$ cat src/rtl/pipe_buf_pkg.sv
// Shared types and width helpers for the pipeline stage buffer.
// The buffer is payload-agnostic; stage payload structs live elsewhere.
package pipe_buf_pkg;

  typedef enum logic [1:0] {
    EMPTY  = 2'b00,
    ACTIVE = 2'b01,
    FULL   = 2'b10
  } pipe_buf_state_t;

  function automatic int ptr_width(input int depth);
    return (depth > 1) ? $clog2(depth) : 1;
  endfunction

  function automatic int lvl_width(input int depth);
    return $clog2(depth + 1);
  endfunction

endpackage

$ cat src/rtl/pipe_stage_buffer_if.sv
// Handshake, control and status bundle between two datapath stages.
interface pipe_stage_buffer_if #(
  parameter int WIDTH = 32,
  parameter int DEPTH = 2
) ();
  import pipe_buf_pkg::*;

  logic                                  in_valid;
  logic                                  in_ready;
  logic [WIDTH-1:0]                      in_data;
  logic                                  out_valid;
  logic                                  out_ready;
  logic [WIDTH-1:0]                      out_data;
  logic                                  flush;
  logic                                  hold;
  logic [pipe_buf_pkg::lvl_width(DEPTH)-1:0] level;
  logic                                  almost_full;
  pipe_buf_state_t                       state;

  modport master (
    output in_valid, in_data, out_ready, flush, hold,
    input  in_ready, out_valid, out_data, level, almost_full, state
  );

  modport slave (
    input  in_valid, in_data, out_ready, flush, hold,
    output in_ready, out_valid, out_data, level, almost_full, state
  );

endinterface

$ cat src/rtl/pipe_buf_chk.sv
// State-encoding checker: the unused code 2'b11 must fall back to EMPTY.
module pipe_buf_chk (
  input logic       i_clk,
  input logic       i_rst,
  input logic [1:0] i_state
);

  a_illegal_state_recovers: assert property (
    @(posedge i_clk) disable iff (i_rst) (i_state == 2'b11) |=> (i_state == 2'b00)
  );

  c_illegal_state_seen: cover property (
    @(posedge i_clk) disable iff (i_rst) (i_state == 2'b11)
  );

endmodule

$ cat src/rtl/pipe_buf_mem.sv
// DEPTH x WIDTH register array, one write port and one asynchronous read port.
// Contents are deliberately not reset.
module pipe_buf_mem
  import pipe_buf_pkg::*;
#(
  parameter int WIDTH = 32,
  parameter int DEPTH = 2
) (
  input  logic                        i_clk,
  input  logic                        i_we,
  input  logic [ptr_width(DEPTH)-1:0] i_waddr,
  input  logic [WIDTH-1:0]            i_wdata,
  input  logic [ptr_width(DEPTH)-1:0] i_raddr,
  output logic [WIDTH-1:0]            o_rdata
);

  logic [WIDTH-1:0] r_mem [DEPTH];

  // Storage write
  always_ff @(posedge i_clk) begin
    if (i_we) begin
      r_mem[i_waddr] <= i_wdata;
    end
  end

  assign o_rdata = r_mem[i_raddr];

endmodule

$ cat src/rtl/pipe_stage_buffer.sv
// Elastic DEPTH-entry pipeline latch with valid/ready on both sides,
// flush, hold (bubble) and optional zero-latency bypass when empty.
module pipe_stage_buffer
  import pipe_buf_pkg::*;
#(
  parameter int WIDTH    = 32,
  parameter int DEPTH    = 2,
  parameter int BYPASS   = 0,
  parameter int AF_LEVEL = DEPTH - 1
) (
  input logic                CLK,
  input logic                nRST,
  pipe_stage_buffer_if.slave bus
);

  localparam int             PW      = ptr_width(DEPTH);
  localparam int             LW      = lvl_width(DEPTH);
  localparam logic [LW-1:0]  L_DEPTH = LW'(DEPTH);
  localparam logic [LW-1:0]  L_AF    = LW'(AF_LEVEL);
  localparam logic           L_BYP   = (BYPASS != 0);

  logic [PW-1:0]    r_rd_ptr;
  logic [PW-1:0]    r_wr_ptr;
  logic [LW-1:0]    r_level;
  logic [LW-1:0]    w_level_nxt;
  pipe_buf_state_t  r_state;
  pipe_buf_state_t  w_state_nxt;
  logic             w_empty;
  logic             w_out_valid;
  logic             w_in_ready;
  logic             w_push;
  logic             w_pop;
  logic             w_bypass;
  logic             w_we;
  logic             w_rd_adv;
  logic [WIDTH-1:0] w_rdata;

  // Reset gates both handshakes so nothing is offered or accepted while it is held.
  assign w_empty     = (r_level == LW'(0));
  assign w_out_valid = !nRST && !bus.flush && !bus.hold && (!w_empty || (L_BYP && bus.in_valid));
  assign w_pop       = w_out_valid && bus.out_ready;
  assign w_in_ready  = !nRST && !bus.flush && ((r_level < L_DEPTH) || w_pop);
  assign w_push      = bus.in_valid && w_in_ready;
  assign w_bypass    = w_empty && w_push && w_pop;
  assign w_we        = w_push && !w_bypass;
  assign w_rd_adv    = w_pop && !w_bypass;

  // Occupancy for the next edge
  always_comb begin
    w_level_nxt = r_level;
    if (bus.flush) begin
      w_level_nxt = LW'(0);
    end else if (w_we && !w_rd_adv) begin
      w_level_nxt = r_level + LW'(1);
    end else if (!w_we && w_rd_adv) begin
      w_level_nxt = r_level - LW'(1);
    end else begin
      w_level_nxt = r_level;
    end
  end

  // Next state follows the next occupancy; the spare code falls back to EMPTY
  always_comb begin
    w_state_nxt = EMPTY;
    case (r_state)
      EMPTY, ACTIVE, FULL: begin
        if (w_level_nxt == LW'(0)) begin
          w_state_nxt = EMPTY;
        end else if (w_level_nxt == L_DEPTH) begin
          w_state_nxt = FULL;
        end else begin
          w_state_nxt = ACTIVE;
        end
      end
      default: w_state_nxt = EMPTY;
    endcase
  end

  // State register
  always_ff @(posedge CLK or posedge nRST) begin
    if (nRST) begin
      r_state <= EMPTY;
    end else begin
      r_state <= w_state_nxt;
    end
  end

  // Pointers and occupancy; pointers wrap naturally since DEPTH is a power of two
  always_ff @(posedge CLK or posedge nRST) begin
    if (nRST) begin
      r_rd_ptr <= PW'(0);
      r_wr_ptr <= PW'(0);
      r_level  <= LW'(0);
    end else if (bus.flush) begin
      r_rd_ptr <= PW'(0);
      r_wr_ptr <= PW'(0);
      r_level  <= LW'(0);
    end else begin
      if (w_we) begin
        r_wr_ptr <= r_wr_ptr + PW'(1);
      end
      if (w_rd_adv) begin
        r_rd_ptr <= r_rd_ptr + PW'(1);
      end
      r_level <= w_level_nxt;
    end
  end

  pipe_buf_mem #(
    .WIDTH (WIDTH),
    .DEPTH (DEPTH)
  ) u_mem (
    .i_clk   (CLK),
    .i_we    (w_we),
    .i_waddr (r_wr_ptr),
    .i_wdata (bus.in_data),
    .i_raddr (r_rd_ptr),
    .o_rdata (w_rdata)
  );

  pipe_buf_chk u_chk (
    .i_clk   (CLK),
    .i_rst   (nRST),
    .i_state (r_state)
  );

  assign bus.in_ready    = w_in_ready;
  assign bus.out_valid   = w_out_valid;
  assign bus.out_data    = w_empty ? bus.in_data : w_rdata;
  assign bus.level       = r_level;
  assign bus.almost_full = (r_level >= L_AF);
  assign bus.state       = r_state;

endmodule

$ cat src/flat_wrapper.sv
// flat-port wrapper written by rule: the top's interface ports become plain ports
module pipe_stage_buffer_flat import pipe_buf_pkg::*;
#(
  parameter int WIDTH    = 32,
  parameter int DEPTH    = 2,
  parameter int BYPASS   = 0,
  parameter int AF_LEVEL = DEPTH - 1
)
  (CLK, nRST, bus_in_valid, bus_in_data, bus_out_ready, bus_flush, bus_hold, bus_in_ready, bus_out_valid, bus_out_data, bus_level, bus_almost_full, bus_state);
  pipe_stage_buffer_if #(.WIDTH(WIDTH), .DEPTH(DEPTH)) bus_i ();
  input logic CLK;
  input logic nRST;
  input wire logic [$bits(bus_i.in_valid)-1:0] bus_in_valid;
  input wire logic [$bits(bus_i.in_data)-1:0] bus_in_data;
  input wire logic [$bits(bus_i.out_ready)-1:0] bus_out_ready;
  input wire logic [$bits(bus_i.flush)-1:0] bus_flush;
  input wire logic [$bits(bus_i.hold)-1:0] bus_hold;
  output wire logic [$bits(bus_i.in_ready)-1:0] bus_in_ready;
  output wire logic [$bits(bus_i.out_valid)-1:0] bus_out_valid;
  output wire logic [$bits(bus_i.out_data)-1:0] bus_out_data;
  output wire logic [$bits(bus_i.level)-1:0] bus_level;
  output wire logic [$bits(bus_i.almost_full)-1:0] bus_almost_full;
  output wire logic [$bits(bus_i.state)-1:0] bus_state;
  assign bus_i.in_valid = bus_in_valid;
  assign bus_i.in_data = bus_in_data;
  assign bus_i.out_ready = bus_out_ready;
  assign bus_i.flush = bus_flush;
  assign bus_i.hold = bus_hold;
  assign bus_in_ready = bus_i.in_ready;
  assign bus_out_valid = bus_i.out_valid;
  assign bus_out_data = bus_i.out_data;
  assign bus_level = bus_i.level;
  assign bus_almost_full = bus_i.almost_full;
  assign bus_state = bus_i.state;
  pipe_stage_buffer #(.WIDTH(WIDTH), .DEPTH(DEPTH), .BYPASS(BYPASS), .AF_LEVEL(AF_LEVEL)) u_core (.CLK(CLK), .nRST(nRST), .bus(bus_i));
endmodule
$ cat config.mk
export PLATFORM = sky130hd
export DESIGN_NAME = pipe_stage_buffer_flat
export DESIGN_NICKNAME = d
export VERILOG_FILES = /design/src/rtl/pipe_buf_pkg.sv /design/src/rtl/pipe_stage_buffer_if.sv /design/src/rtl/pipe_buf_chk.sv /design/src/rtl/pipe_buf_mem.sv /design/src/rtl/pipe_stage_buffer.sv /design/src/flat_wrapper.sv
export SDC_FILE = /design/constraint.sdc
export NUM_CORES = 1
export LEC_CHECK = 0
export ABC_CLOCK_PERIOD_IN_PS = 3700
export BUFFER_PORTS_ARGS = -buffer_cell sky130_fd_sc_hd__buf_4
export CORE_ASPECT_RATIO = 1.5
export CORE_MARGIN = 3
export CORE_UTILIZATION = 46
export CTS_CLUSTER_DIAMETER = 40
export DETAILED_ROUTE_END_ITERATION = 7
export PLACE_DENSITY_LB_ADDON = 0.15
export REMOVE_ABC_BUFFERS = 1
export SYNTH_ARGS = -nofsm -noshare
export SYNTH_HDL_FRONTEND = slang
export SYNTH_SLANG_ARGS = --single-unit
$ cat constraint.sdc
create_clock -name CLK -period 3.7 [get_ports CLK]
set_clock_uncertainty 0.05 [all_clocks]
set_input_delay 0.555 -clock CLK [delete_from_list [all_inputs] [get_ports CLK]]
set_output_delay 0.555 -clock CLK [all_outputs]
set_load 0.05 [all_outputs]
Word-level counts from Yosys, hierarchy flattened

Memories as Yosys holds them, arrays and structs flattened.
Cells that the tools add are included.

Bits in registers: 6
Memory bits (writable): 64
Bits of input ports: 38
Output and inout port bits: 39
Word-level logic and storage cells: 54
Memories kept: 1

Memory list:

| memory             | words | bits a word | read ports | clocked after memory_dff | write ports | line               | source |
|---|---|---|---|---|---|---|---|
| u_core.u_mem.r_mem | 2     | 32          | 1          | 0                        | 1           | pipe_buf_mem.sv:17 | `logic [WIDTH-1:0] r_mem [DEPTH];` |

Add/subtract/negate cells: 4
$lt $le $gt $ge: 2
Equal/unequal tests: 3
Muxes and demuxes: 14
Reduce and logical (&&, ||, !) cells: 26

Operators by type and width:

| operator                                                              | number |
|---|---|
| 32-bit two-way mux                                                    | 1 |
| 2-bit two-way mux                                                     | 7 |
| 1-bit logical AND                                                     | 12 |
| 1-bit zero test                                                       | 7 |
| 2-bit zero test                                                       | 3 |
| 1-bit two-way mux                                                     | 6 |
| 2-bit equality test, second input constant                            | 2 |
| 2-bit nonzero test                                                    | 2 |
| 3-bit OR reduction                                                    | 1 |
| 1-bit adder, second input constant                                    | 2 |
| 2-bit by 1-bit adder with 2-bit output, second input constant         | 1 |
| 2-bit by 1-bit equality test with 1-bit output, second input constant | 1 |
| 2-bit by 1-bit >= comparator with 1-bit output, second input constant | 1 |
| 2-bit less-than comparator, second input constant                     | 1 |
| 2-bit by 1-bit subtractor with 2-bit output, second input constant    | 1 |
| 1-bit logical OR                                                      | 1 |

Longest topological paths before layout

Depth in word-level cells: 21
Depth in mapped cells: 6
Mapped depth without buffers: 6

Hierarchy

From an unflattened synthesis, not the netlist that was laid out.

Cell total of the unflattened synthesis: 178
Area, all modules: 3245.6 sq um

Modules (own cells, without submodules):

| module            | times used | cells an instance | area each (sq um) | seq. area each (sq um) |
|---|---|---|---|---|
| pipe_buf_mem      | 1          | 102               | 2478.6            | 1921.8 |
| pipe_stage_buffer | 1          | 76                | 767.0             | 150.1 |

Least setup slack after synthesis

OpenSTA, ideal clock, no wires.

Kind: reg2out
Start: register u_core.r_level[1], in the netlist u_core.bus.level[1]
End: output port bus_out_valid
Data arrival time: 2.820 ns
Data required time: 3.095 ns
Slack: 0.275 ns
Stages on the path, launching flop included: 5
Path buffers: 1
Cells stage by stage: dfrtp_1 inv_1 ha_1 buf_2 nor4_1

Word-level cells in the longest chain between the ends: 3

RTL lines:

| element                  | line                     | source |
|---|---|---|
| start: declaration       | pipe_stage_buffer.sv:24  | `logic [LW-1:0] r_level;` |
| start signal: assignment | pipe_stage_buffer.sv:105 | `r_level <= w_level_nxt;` |
| 2-bit zero test          | pipe_stage_buffer.sv:39  | `assign w_empty = (r_level == LW'(0));` |
| 1-bit zero test          | pipe_stage_buffer.sv:40  | `assign w_out_valid = !nRST && !bus.flush && !bus.hold && (!w_empty \|\| (L_BYP && bus.in_valid));` |
| 1-bit logical AND        | pipe_stage_buffer.sv:40  |  |
| end: declaration         | flat_wrapper.sv:19       | `output wire logic [$bits(bus_i.out_valid)-1:0] bus_out_valid;` |

Every way passes these cells.

Worst setup path after layout

Start: register u_core.r_level[1], in the netlist u_core.bus.level[1]
End: output port bus_out_data[28]

Word-level cells in the longest chain between the ends: 2

RTL lines:

| element            | line                     | source |
|---|---|---|
| 2-bit zero test    | pipe_stage_buffer.sv:39  |  |
| 32-bit two-way mux | pipe_stage_buffer.sv:129 | `assign bus.out_data = w_empty ? bus.in_data : w_rdata;` |
| end: declaration   | flat_wrapper.sv:20       | `output wire logic [$bits(bus_i.out_data)-1:0] bus_out_data;` |

Every way passes these cells.

==> reports/metrics.cfg <==
[run_status]
outcome=finished clean

[clock_network]
clk_latency_ns=0.33
cts_sinks=70
cts_buffers=9
htreeDepth=3
cts_tree=yes
root_buffer=clkbuf_8
post-cts-setup-buffers=0
cts_buffer_depth=2
cts_resized=0
clk_pin_slew_ns=0.07
cts_hold_buf=0

[global_routing]
antenna_found_initial=0
grt_usage_pct=15.8
grt_first_pass_wirelength_mm=9.14
grt_overflow_total=0
grt_max_degree=37
grt_pass1_vias=1923

[worst_setup_path]
worstPathRequired_ns=3.09
endpoint_kind=primary output
timing.rr.start=u_core.bus.level[1]
r2r-end=u_core.u_mem.r_mem[1][15]
worst-r2r-cell-count=6
crit_type=flip-flop to primary output
crit_fanout=36
ff2ff_setup_slack_ns=1.09
cp.arrival_ns=2.32
crit_start=u_core.bus.level[1]
startpoint_type=flip-flop

[placement]
gp_congestion=0.813
portBuffers=76
placed_cell_area_mm2=0.00362
post-place-ws_ns=1.08
dp_hpwl_mm=3.81
dp.cells=354

[route]
drt_pre_antenna_iters=4
top_signal_layer_used=met4
drt_iter0_drc=121
drtAntennaViolNets=0
wl_met2_mm=2.89
met3_length_um=366
vias=1867
wl_mm=5.50
drc=0
vias_per_cell=5.05
routedWlPerCell_um=14.9
wl_met1_mm=2.16

[sta]
finalMaxSlewViolations=0
fin_crit_sh_pct=79.0
fin_ws_ns=0.777
setup_viol_count_final=0
finalHoldViolCount=0
final.min_clock_period_ns=2.92
rsz0062_at_grt=false
worst_slew_pin_slew_ns=0.974
max_freq_mhz=342
slew-limit-headroom_pct=35.1

[synth]
ys_seq_elements=70
netlist_instances=213
synth_top_area_share_pct=64.5
synthesis.area_mm2=0.00298
synth.avg_cell_area_um2=14.0
synth_area_leaders=edfxtp_1 (64%), mux2i_1 (11%), dfrtp_1 (5.0%)
synth_cell_types=30
yosys_warnings=0
yosysSeqAreaShare_pct=69.5
synth_top_area_cell=edfxtp_1

[floorplanning]
start_util_pct=47.9
die_area_mm2=0.00750
dieHeight_um=105
die_w_um=71.7
core_mm2=0.00622
rows=35
io_pins=77

[final_layout]
drive_above_1_share_pct=34.8
n_antenna_cell=0
fin_cells=370
post-route-util_pct=61.2
nets=331
syn2layout_area_growth_pct=27.7
stdcell_area_mm2=0.00381

[power_and_ir_drop]
comb_power_share_pct=33.9
clockPowerShare_pct=25.6
swShare_pct=36.8
pwr-share-seq_pct=40.5
powerDensity_mw_per_mm2=592
intPower_w=0.00142
p_leak_nw=1.45
ir_drop_mv=0.374
switchingPower_w=0.000829

[job]
maxCapViolCount=0

[min_path]
worstHoldPathType=input port to asynchronous set/reset pin

==> Yosys cell counts (all sizes together) <==
cell      n
nor2      8
clkbuf    5
o221ai    1
mux2i    33
a31oi     1
xnor2     2
edfxtp   64
nand2    33
nor2b     1
o21ai    33
nor3      1
a21boi    1
nor3b     1
o211ai    1
a21oi     2
nor4b     1
ha        2
or3b      1
a2bb2oi   1
dfrtp     6
xor2      1
and3      2
nor4      1
inv       4
buf       7
==> critical path: stages (launching register included) <==
cell and delay, ns:
dfrtp_1 0.45, inv_1 0.14, ha_2 0.58, buf_4 0.40, nand2_1 0.08, o21ai_0 0.09
buf_4 0.23
==> cell families after synthesis <==
group | Yosys count | share of synthesized area (%)
buffers and inverters | 16 | 2.48
XOR/XNOR | 3 | 1.13
adder cells (fa/ha/maj) | 2 | 0.839
AO/OA/AOI/OAI | 40 | 7.31
multiplexers | 33 | 11.1
flip-flops | 70 | 69.5
AND/OR/NAND/NOR | 49 | 7.64
==> placed cells by master, fill, tap and decap left out <==
cell type and instances:
a2bb2oi_1 1, nor2_2 2, nor2_1 5, nor3b_2 1, clkbuf_8 9, o21ai_0 13, xor2_1 1, xnor2_1 1
a21oi_1 2, clkinv_1 2, ha_1 1, clkinv_2 2, buf_4 79, nor2b_1 1, xnor2_2 1, clkinvlp_4 1
ha_2 1, inv_1 4, or3b_4 1, a21boi_2 1, dfrtp_1 5, nand2_1 33, nor4b_2 1, bufinv_16 1
edfxtp_1 64, and3_1 2, dfrtp_2 1, nor3_1 1, mux2i_1 33, o21ai_1 20, nor4_1 1, nor2_4 1
o211ai_1 1, a31oi_1 1, inv_6 1, o221ai_1 1
==> stage by stage <==
stage	TNS (ns)	hold WS [ns]	total power (W)
3_3_place_gp	0	0.498	0.00169
2_1_floorplan	-21.74	0.304	0.00145
3_5_place_dp	0	0.498	0.00170
5_1_grt	0	0.138	0.00237
6_report	0	0.141	0.00225
4_1_cts	0	0.132	0.00228
==> power groups by stage <==
stage	logic [W]	registers, W	clock network, W
CTS	0.000773	0.000913	0.000592
floorplan	0.000504	0.000949	0
finish	0.000763	0.000913	0.000576
global placement	0.000766	0.000929	0
global route	0.000812	0.000916	0.000638
detailed placement	0.000771	0.000930	0
==> routing by layer <==
metal / up-vias / track usage [%]
met5: - / 0
li1: 941 / -
met3: 8 / 5.20
met1: 868 / 19.1
met2: 50 / 26.1
met4: 0 / 6.05
==> registers in the layout, indices dropped and copies added (netlist names) <==
signal              flops
u_core.r_rd_ptr         1
u_core.r_wr_ptr         1
u_core.u_mem.r_mem     64
u_core.bus.level        2
u_core.bus.state        2
==> final cells by class <==
cell class | instances | area, um^2
Fill cell | 508 | 2410
Sequential cell | 70 | 2070
Clock inverter | 7 | 63.8
Timing Repair Buffer | 79 | 593
Multi-Input combinational cell | 127 | 845
Tap cell | 74 | 92.6
Inverter | 4 | 15.0
Clock buffer | 9 | 124
==> worst max-delay path by stage <==
| stage | end | slack, ns |
|---|---|---|
| final | bus_out_data[28] | 0.78 |
| after global placement | u_core.u_mem.r_mem[1][16] | 1.14 |
| after CTS | bus_out_data[9] | 0.72 |
| after detailed placement | u_core.u_mem.r_mem[0][17] | 1.08 |
| after floorplan | u_core.u_mem.r_mem[1][0] | -0.39 |
| after global routing | bus_out_data[21] | 0.51 |
Note: power is estimated with default switching activity, not from simulation.
